## src/rtl/acc_core_pkg.sv

```systemverilog
// Shared definitions for the accumulator core: opcode values and control states.
package acc_core_pkg;

  localparam logic [1:0] OP_INC = 2'b00;
  localparam logic [1:0] OP_JNO = 2'b01;
  localparam logic [1:0] OP_HLT = 2'b10;
  localparam logic [1:0] OP_LDI = 2'b11;

  typedef enum logic [1:0] {
    IDLE   = 2'b00,
    RUN    = 2'b01,
    HALTED = 2'b10
  } state_e;

endpackage

```

## src/rtl/acc_core_prog_mem.sv

```systemverilog
// Program store: synchronous write, combinational read, contents survive reset.
module acc_core_prog_mem #(
  parameter int PC_W   = 4,
  parameter int WORD_W = PC_W + 2
) (
  input  logic              clock,
  input  logic              we,
  input  logic [PC_W-1:0]   waddr,
  input  logic [WORD_W-1:0] wdata,
  input  logic [PC_W-1:0]   raddr,
  output logic [WORD_W-1:0] rdata
);

  logic [WORD_W-1:0] mem_r [2**PC_W];

  // write port
  always_ff @(posedge clock) begin
    if (we) begin
      mem_r[waddr] <= wdata;
    end
  end

  assign rdata = mem_r[raddr];

endmodule

```

## src/rtl/acc_core_param.sv

```systemverilog
// Parametrised accumulator core: executes INC/JNO/HLT/LDI from an internal
// program memory, one instruction per clock while in RUN.
module acc_core_param
  import acc_core_pkg::*;
#(
  parameter int              DATA_W   = 8,
  parameter int              PC_W     = 4,
  parameter logic [DATA_W-1:0] INC_STEP = DATA_W'(1),
  parameter int              CNT_W    = 16
) (
  input  logic              clock,
  input  logic              reset,
  input  logic              run,
  input  logic              prog_we,
  input  logic [PC_W-1:0]   prog_addr,
  input  logic [PC_W+1:0]   prog_data,
  output logic [DATA_W-1:0] acc,
  output logic              status,
  output logic [PC_W-1:0]   pc,
  output logic              busy,
  output logic              halted,
  output logic [CNT_W-1:0]  retired
);

  state_e            state_r, state_s;
  logic [DATA_W-1:0] acc_r, acc_s;
  logic              status_r, status_s;
  logic [PC_W-1:0]   pc_r, pc_s, pc_inc_s;
  logic [CNT_W-1:0]  retired_r, retired_s, retired_inc_s;
  logic              busy_r, halted_r;
  logic [PC_W+1:0]   instr_s;
  logic [1:0]        opcode_s;
  logic [PC_W-1:0]   operand_s;
  logic [DATA_W:0]   sum_s;
  logic              mem_we_s;

  // writes are locked out while the program is executing
  assign mem_we_s = prog_we && (state_r != RUN);

  acc_core_prog_mem #(.PC_W(PC_W)) u_prog_mem (
    .clock (clock),
    .we    (mem_we_s),
    .waddr (prog_addr),
    .wdata (prog_data),
    .raddr (pc_r),
    .rdata (instr_s)
  );

  assign opcode_s  = instr_s[PC_W+1:PC_W];
  assign operand_s = instr_s[PC_W-1:0];

  // next-state and datapath decode
  always_comb begin
    state_s       = state_r;
    acc_s         = acc_r;
    status_s      = status_r;
    pc_s          = pc_r;
    retired_s     = retired_r;
    sum_s         = {1'b0, acc_r} + {1'b0, INC_STEP};
    pc_inc_s      = pc_r + PC_W'(1);
    retired_inc_s = (retired_r == {CNT_W{1'b1}}) ? retired_r : retired_r + CNT_W'(1);
    case (state_r)
      RUN: begin
        retired_s = retired_inc_s;
        case (opcode_s)
          OP_INC: begin
            acc_s    = sum_s[DATA_W-1:0];
            status_s = status_r | sum_s[DATA_W];
            pc_s     = pc_inc_s;
          end
          OP_JNO: begin
            if (!status_r) begin
              pc_s = operand_s;
            end else begin
              pc_s = pc_inc_s;
            end
          end
          OP_HLT: begin
            state_s = HALTED;
          end
          OP_LDI: begin
            acc_s = DATA_W'(operand_s);
            pc_s  = pc_inc_s;
          end
          default: begin
            state_s = HALTED;
          end
        endcase
      end
      IDLE, HALTED: begin
        if (run) begin
          state_s   = RUN;
          acc_s     = '0;
          status_s  = 1'b0;
          pc_s      = '0;
          retired_s = '0;
        end else begin
          state_s = state_r;
        end
      end
      default: begin
        state_s = IDLE;
      end
    endcase
  end

  // architectural state and registered status outputs
  always_ff @(posedge clock) begin
    if (reset) begin
      state_r   <= IDLE;
      acc_r     <= '0;
      status_r  <= 1'b0;
      pc_r      <= '0;
      retired_r <= '0;
      busy_r    <= 1'b0;
      halted_r  <= 1'b0;
    end else begin
      state_r   <= state_s;
      acc_r     <= acc_s;
      status_r  <= status_s;
      pc_r      <= pc_s;
      retired_r <= retired_s;
      busy_r    <= (state_s == RUN);
      halted_r  <= (state_s == HALTED);
    end
  end

  assign acc     = acc_r;
  assign status  = status_r;
  assign pc      = pc_r;
  assign busy    = busy_r;
  assign halted  = halted_r;
  assign retired = retired_r;

endmodule

```

## config.mk

```make
export PLATFORM = sky130hd
export DESIGN_NAME = acc_core_param
export DESIGN_NICKNAME = d
export VERILOG_FILES = /design/src/rtl/acc_core_pkg.sv /design/src/rtl/acc_core_prog_mem.sv /design/src/rtl/acc_core_param.sv
export SDC_FILE = /design/constraint.sdc
export NUM_CORES = 1
export LEC_CHECK = 0
export CAP_MARGIN = 20
export CORE_MARGIN = 2
export CORE_UTILIZATION = 26
export DETAILED_ROUTE_END_ITERATION = 6
export PLACE_DENSITY = 0.53
export SETUP_SLACK_MARGIN = 0.15
export SYNTH_ARGS = -nofsm -noshare
export SYNTH_HDL_FRONTEND = slang
export SYNTH_SLANG_ARGS = --single-unit
export TNS_END_PERCENT = 10
```

## constraint.sdc

```tcl
create_clock -name clock -period 5.6 [get_ports clock]
set_clock_uncertainty 0.05 [all_clocks]
set_input_delay 1.12 -clock clock [delete_from_list [all_inputs] [get_ports clock]]
set_output_delay 1.12 -clock clock [all_outputs]
set_load 0.05 [all_outputs]
```

==> flow_summary.toml, run 1 <==
[clock_network]
cts_buffers = 17
cts_root_buffer = "clkbuf_16"
ctsHoldBuffers = 0
clkSinkCount = 133
h-tree-depth = 4
clock_latency_ps = 420
cts_resized = 0
cts_tree = "done"
cts_max_path_buffers = 2
path_clk_slew_ps = 60
cts_setup_buffers = 0

[detailed_routing]
firstDrtPassIters = 4
viasPerCell = 4.656
drcViolationCount = 0
ant_nets = 0
vias = 3334
avgRoutedWirePerCell_um = 17.58
finalWirelength_mm = 12.59
drt_iter0_drc = 290

[global_route]
grt_pass1_wl_mm = 19.60
grt_usage = 0.1179
antenna_found_initial = 0
grt_overflow_total = 0
grt_max_degree = 19
grt_pass1_vias = 3321

[timing]
fin_crit_sh = 0.5912
hold_ws_ps = 467.1
fin_crit_ps = 3311
fmax_mhz = 302.0
fin_setup_tns_ps = 0
slew_headroom = 0.3214
worst_slew_pin_slew_ps = 1017
hold_viol = 0
fin_ws_ps = 2289
setup_viol = 0
rsz0062_at_grt = "false"
drv_slew = 0

[floorplan]
fp.dieW_um = 151.2
io_pins = 45
start_util = 0.2662
dieArea_um2 = 22850
die_h_um = 151.2
core_um2 = 21150
rows = 53

[run]
cap_violations = 0

[layout]
drive_gt1_frac = 0.1837
antennaDiodeCount = 0
num-fill-cells = 2054
layout_commonest_cell = "edfxtp_1"
nets = 449
most-common-layout-cells = "edfxtp_1, nor2_1, clkdlybuf4s50_1"
area_delta_synth_final_pct = 23.08

[run_status]
status = "complete, no violations"

[pwr]
clock_power_share = 0.437
ir_worst_vdd_uv = 207.6
leakage_uw = 0.002165
pwr-share-seq = 0.441
p_comb_frac = 0.122
power.internal_uw = 1874
p_sw_frac = 0.2604
p_sw_uw = 659.7
powerDensity_nw_per_um2 = 365.5

[synth]
synth.net_count = 399
syn_inst = 379
yosysWarnings = 0
synth_area_per_cell_um2 = 14.86
async_reset_ff_frac = 0
ys_types = 56
ys_ff_latch = 133
synth_edf_count = 96
syn_area_um2 = 5632
ys_seq_area_frac = 0.6434
ys.flop_type = "edfxtp_1"

[placement]
place_congestion = 0.8137
portBuffers = 44
dp_hpwl_mm = 8.382
dp_slack_ps = 2265

[worst_hold_path]
min_path_cells = 2
min_to = "acc[1]$_SDFFE_PP0P_"
hp-class = "flop to flop"
hold_path.startpoint = "acc[1]$_SDFFE_PP0P_"

[critical_path]
cp_data_required_time_ps = 5820
end_kind = "flop"
regToRegSetupSlack_ps = 2290
critical_path_peak_fanout = 9
worst_r2r_path_depth = 8
arrival_ps = 3530
startpoint_type = "flop"
worst-setup-path-type = "flop to flop"
Yosys cell counts, drive strengths merged (6+ instances only):
| cell | number | area [um2] |
|---|---|---|
| nand2 | 18 | 67.56 |
| ha | 6 | 75.07 |
| mux2i | 9 | 90.09 |
| clkbuf | 7 | 27.52 |
| o21ai | 11 | 55.05 |
| edfxtp | 96 | 2883 |
| nor3 | 7 | 35.03 |
| a211oi | 6 | 45.04 |
| nor2 | 48 | 182.7 |
| inv | 6 | 22.52 |
| mux4 | 26 | 585.6 |
| buf | 9 | 67.55 |
| a21oi | 11 | 58.81 |
| xnor2 | 15 | 131.4 |
| nand3 | 10 | 62.56 |
| dfxtp | 37 | 740.7 |
area by class of cell:
| type | count | area [um2] | area share |
|---|---|---|---|
| flip-flops and latches | 133 | 3623 | 0.5227 |
| well taps | 275 | 344.1 | 0.04964 |
| repair buffers | 47 | 462.9 | 0.06679 |
| multi-input cells | 224 | 1901 | 0.2742 |
| inverters | 6 | 22.52 | 0.003249 |
| clock inverters | 13 | 148.9 | 0.02148 |
| clock buffers | 18 | 429.2 | 0.06191 |
per-layer routing:
layer  share of wire  global-route usage
met4           0.017             0.03925
met2            0.45              0.1741
met5               0                   0
met1            0.48              0.1667
met3           0.049             0.03373
flip-flops by register name, summed over array words and instances (netlist names), named ones only:
register,flops
status,1
retired,16
state_r,2
pc,4
acc,8
halted,1
u_prog_mem.mem_r,96
busy,1
how the worst max path moves through the flow:
stage          start                   to  slack, ps  cells after the start
4_1_cts         flop  acc[5]$_SDFFE_PP0P_       2240                      8
2_1_floorplan   flop  acc[4]$_SDFFE_PP0P_       2600                     12
3_5_place_dp    flop   pc[2]$_SDFFE_PP0P_       2270                      8
3_3_place_gp    flop  acc[7]$_SDFFE_PP0P_       2350                      8
5_1_grt         flop   pc[2]$_SDFFE_PP0P_       2010                      8
6_report        flop                 flop       2290                      8
through the flow:
stage | area (um2) | std cells | util | power, uW
floorplan | 5632 | 379 | - | 1362
global placement | 6339 | 683 | 0.2996 | 1449
detailed placement | 6354 | 685 | 0.3003 | 1454
CTS | 6932 | 716 | 0.3277 | 2556
global route | 6932 | 716 | 0.3277 | 2628
finish | 6932 | 716 | 0.3277 | 2533
power groups by stage:
stage               Clock (uW)  Combinational [uW]  Sequential, uW
floorplan                    0                 217            1150
CTS                       1120                 315            1120
global placement             0                 310            1140
detailed placement           0                 314            1140
global route              1170                 338            1120
finish                    1110                 310            1120
kinds of logic (layout without fill, tap and decap cells):
group,Yosys count,count (layout),share of synthesized area
flops,133,133,0.6434
fa+ha+maj,6,6,0.01333
compound gates,50,50,0.06110
buf+inv,22,84,0.02088
simple gates,115,115,0.1120
mux,38,38,0.1260
xor+xnor,15,15,0.02333
worst max-delay path, stage by stage (launching register included):
cell and delay [ps]:
dfxtp_1 650, mux4_2 560, mux4_2 540, ha_1 240, nor3b_1 450, nor2_1 230
o21a_1 240, a21oi_1 130, a211oi_1 80
Note: power is estimated with default switching activity, not from simulation.
==> run 2, diff against run 1 <==
- clock period: 5.6 -> 3.1 ns (I/O delays scaled with it)
==> run 2 against run 1 <==
Net effect: sequential share of layout area fell by 1.1 points; core utilization is 0.72 points higher; routed wire length is 1.2% lower.
==> flow_summary.toml, run 2 (same netlist as run 1, synthesis figures left out) <==
[critical_path]
cp_common_cell = "mux4_2"
end_kind = "flop"
worst_r2r_path_depth = 6
regToRegSetupSlack_ps = 150
cp_cell_sequence = "buf_12 -> mux4_2 -> mux4_2 -> ha_1 -> or3b_2 -> o41ai_1"
worst-setup-path-type = "flop to flop"
critical_path_peak_fanout = 9
cp_data_required_time_ps = 3300
startpoint_type = "flop"
cp_slowest_stage_delay_ps = 530
crit_slowest_cell = "mux4_2"
arrival_ps = 3160

[placement]
place_congestion = 0.8292
portBuffers = 44
dp_hpwl_mm = 8.661
dp_slack_ps = 56.52
dp.cells = 698

[floorplan]
rows = 53
io_pins = 45
core_um2 = 21150
dieArea_um2 = 22850
start_util = 0.2662
die_h_um = 151.2
fp.dieW_um = 151.2

[timing]
worst_slew_pin_slew_ps = 674.0
drv_slew = 0
setup_viol = 0
slew_headroom = 0.5490
fin_crit_ps = 2951
rsz0062_at_grt = "true"
hold_viol = 0
fin_ws_ps = 148.8
fin_setup_tns_ps = 0
fmax_mhz = 338.8
fin_crit_sh = 0.9520

[layout]
nets = 463
most-common-layout-cells = "edfxtp_1, nor2_1, clkdlybuf4s50_1"
largest_reg_flops = 96
utilization = 0.3349
drive_gt1_frac = 0.2303
regMostFlops = "u_prog_mem.mem_r"
area_delta_synth_final_pct = 25.79
antennaDiodeCount = 0
fin_cells = 731
layout_commonest_cell = "edfxtp_1"

[global_route]
grt_max_degree = 17
grt_pass1_wl_mm = 19.71
grt_overflow_total = 0
antenna_found_initial = 0
grt_usage = 0.1181
grt_pass1_vias = 3453

[clock_network]
cts_buffers = 17
cts_tree = "done"
clock_latency_ps = 430
cts_root_buffer = "clkbuf_16"
path_clk_slew_ps = 60
cts_max_path_buffers = 2
h-tree-depth = 4
clkSinkCount = 133

[worst_hold_path]
hp-class = "flop to flop"
hold_path.startpoint = "acc[1]$_SDFFE_PP0P_"
min_to = "acc[1]$_SDFFE_PP0P_"
min_path_cells = 2

[pwr]
p_total_uw = 4588
leakage_uw = 0.002256
powerDensity_nw_per_um2 = 647.7
ir_worst_vdd_uv = 297.2

[detailed_routing]
viasPerCell = 4.640
drt_iter0_drc = 174
finalWirelength_mm = 12.43
vias = 3392
ant_nets = 0
avgRoutedWirePerCell_um = 17.01
drcViolationCount = 0
firstDrtPassIters = 4

[run]
cap_violations = 0

[run_status]
status = "complete, no violations"
## run 2: cell types whose count changed in the layout (fill, tap and decap cells not counted), moves of 2 or more
| cell | before | now |
|---|---|---|
| bufinv_16 | 2 | 0 |
| buf_4 | 3 | 16 |
| clkinvlp_4 | 4 | 2 |
| nor3b_2 | 2 | 5 |
| clkinv_8 | 0 | 3 |
| nor2_2 | 1 | 4 |
| nor3b_1 | 3 | 0 |
| inv_8 | 1 | 4 |
| nor2_1 | 47 | 44 |
## run 2: area by class of cell
| type | instances | area, um2 |
|---|---|---|
| fill | 2012 | 14070 |
| sequential | 133 | 3625 |
| multi-input combinational | 224 | 1926 |
| timing repair buffer | 61 | 580.6 |
| clock buffer | 17 | 425.4 |
| tap | 275 | 344.1 |
| clock inverter | 15 | 161.4 |
| inverter | 6 | 22.52 |
## run 2: how the worst max path moves through the flow
stage	cells past startpoint	from	end	slack, ps
floorplan	11	flop	acc[2]$_SDFFE_PP0P_	140
global placement	10	flop	acc[2]$_SDFFE_PP0P_	120
detailed placement	6	flop	flop	60
CTS	6	flop	flop	150
global route	6	flop	flop	30
finish	6	flop	flop	150
## run 2: stage by stage
stage               cell area, um2  hold slack, ps
detailed placement            6474           462.4
CTS                           7074           471.4
global route                  7084           502.9
finish                        7084           474.7
floorplan                     5653           578.4
global placement              6474           468.5
## run 2: power breakdown
part,total (uW),internal [uW],switching [uW],leakage [uW]
Sequential,1990,1950,43.9,0.00117
Combinational,637,280,357,0.000809
Clock,1960,1080,885,0.000281
Total,4590,3300,1290,0.00226
## run 2: metal layers
layer,global-route usage,routed length [um],vias to the layer above
met5,0,0,-
met3,0.03464,602,15
met4,0.03879,158,0
li1,-,-,1588
met1,0.1573,5772,1707
met2,0.1852,5899,82
## run 2: critical path: cells and delay by family, from the launching register on
| kind | cells | cell delay [ps] |
|---|---|---|
| DFF | 1 | 340 |
| adders and majority gates | 1 | 250 |
| AOI/OAI and AO/OA | 1 | 500 |
| buffers and inverters | 1 | 140 |
| muxes | 2 | 1020 |
| and+or+nand+nor | 1 | 490 |
## run 2: what timing repair did
action	4_1_cts	5_1_grt
hold buffers	0	0
setup buffers	1	0
resized for setup	3	3
endpoints found under the setup margin	8	13
pin swaps	0	0
==> run 3, diff against run 2 <==
- CORE_ASPECT_RATIO: default -> 1.5
- clock period: 3.1 -> 3.3 ns (I/O delays scaled with it)
==> run 3 against run 2 <==
Net effect: die area increased by 0.10%; maximum frequency decreased by 3.9%; flip-flop and latch count unchanged; design area decreased by 1.2%; combinational power decreased by 8.3%; worst hold slack improved by 6.2 ps; largest cell class unchanged; power decreased by 9.2%; global-route usage decreased by 0.22 points; sequential power decreased by 6%; clock-buffer cell count increased by 3.
==> flow_summary.toml, run 3 (same netlist as run 1, synthesis figures left out) <==
[run_status]
status = "complete, no violations"

[critical_path]
startpoint_type = "flop"
end_kind = "flop"
critical_path_peak_fanout = 17
cp_data_required_time_ps = 3550
arrival_ps = 3320
worst-setup-path-type = "flop to flop"

[global_route]
grt_max_degree = 18
grt_overflow_total = 0
antenna_found_initial = 0
grt_pass1_vias = 3435
grt_pass1_wl_mm = 19.04
grt_usage = 0.1159

[pwr]
power.internal_uw = 3113
p_comb_frac = 0.140
p_sw_frac = 0.2524
powerDensity_nw_per_um2 = 594.9
leakage_uw = 0.002218
p_sw_uw = 1051
clock_power_share = 0.411
ir_worst_vdd_uv = 356.5
pwr-share-seq = 0.449

[floorplan]
start_util = 0.2623
fp.dieW_um = 124.2
io_pins = 45
dieArea_um2 = 22880
rows = 66
core_um2 = 21470
die_h_um = 184.3

[detailed_routing]
vias = 3320
drt_iter0_drc = 216
firstDrtPassIters = 4
viasPerCell = 4.573
drcViolationCount = 0
finalWirelength_mm = 12.35
ant_nets = 0
avgRoutedWirePerCell_um = 17.01

[timing]
worst_slew_pin_slew_ps = 697.2
hold_viol = 0
fin_setup_tns_ps = 0
drv_slew = 0
hold_ws_ps = 480.9
fmax_mhz = 325.6
setup_viol = 0
fin_crit_sh = 0.9307
rsz0062_at_grt = "true"
fin_crit_ps = 3071
slew_headroom = 0.5335

[placement]
place_congestion = 0.8330
portBuffers = 44
dp_hpwl_mm = 8.919
post_dp_cell_area_um2 = 6442

[clock_network]
cts_root_buffer = "clkbuf_16"
h-tree-depth = 4
cts_tree = "done"
clock_latency_ps = 410
clkSinkCount = 133
path_clk_slew_ps = 60
cts_buffers = 17
cts_max_path_buffers = 2

[layout]
layout_commonest_cell = "edfxtp_1"
largest_reg_flops = 96
regMostFlops = "u_prog_mem.mem_r"
most-common-layout-cells = "edfxtp_1, nor2_1, clkdlybuf4s50_1"
nets = 461
antennaDiodeCount = 0
design_area_um2 = 6999
area_delta_synth_final_pct = 24.28
drive_gt1_frac = 0.2070

[worst_hold_path]
hp-class = "flop to flop"

[run]
cap_violations = 0
[run 3: critical path: stages, from the launching register on]
cell and delay, ps:
dfxtp_1 360, buf_12 190, mux4_2 520, mux4_2 530, ha_1 250, or3b_2 500, nor2_1 110, o21a_1 110
a21oi_1 40, a211oi_1 270
[run 3: power groups by stage]
stage	Combinational, uW	Sequential, uW	Clock (uW)
floorplan	368	1940	0
global placement	575	1900	0
detailed placement	591	1910	0
CTS	591	1870	1760
global route	636	1880	1830
finish	584	1870	1710
[run 3: final cells by class]
type / count / area (um2)
well taps: 272 / 340.3
flip-flops and latches: 133 / 3625
inverters: 6 / 22.52
repair buffers: 59 / 565.5
clock inverters: 12 / 108.9
fillers: 2093 / 14470
clock buffers: 20 / 436.7
multi-input cells: 224 / 1901
[run 3: path summary, 6_finish.rpt]
path / start / cells past startpoint / end / slack, ps
setup / recovery: flop / 9 / flop / 230
hold / removal: acc[1]$_SDFFE_PP0P_ / 2 / acc[1]$_SDFFE_PP0P_ / 480
setup reg to reg: flop / 9 / flop / 230
hold reg to reg: acc[1]$_SDFFE_PP0P_ / 2 / acc[1]$_SDFFE_PP0P_ / 480
[run 3: layer usage]
metal,GRT usage,vias up,routed length [um]
met5,0,-,0
met4,0.05573,0,271
met3,0.03434,14,585
met2,0.1972,84,6483
met1,0.1309,1646,5013
li1,-,1576,-
[run 3: what timing repair did]
item / CTS / global route
buffers inserted: 0 / 0
setup endpoints to repair: 0 / 10
gates resized for setup: 0 / 5
hold buffers: 0 / 0
[run 3: per-stage QoR]
| step | power, uW | worst slack, ps | instances | util |
|---|---|---|---|---|
| floorplan | 2311 | 300.3 | 379 | - |
| global placement | 2478 | 293.5 | 694 | 0.3001 |
| detailed placement | 2496 | 178.1 | 694 | 0.3001 |
| CTS | 4221 | 155.7 | 726 | 0.3255 |
| global route | 4339 | 22.12 | 726 | 0.3260 |
| finish | 4164 | 228.6 | 726 | 0.3260 |
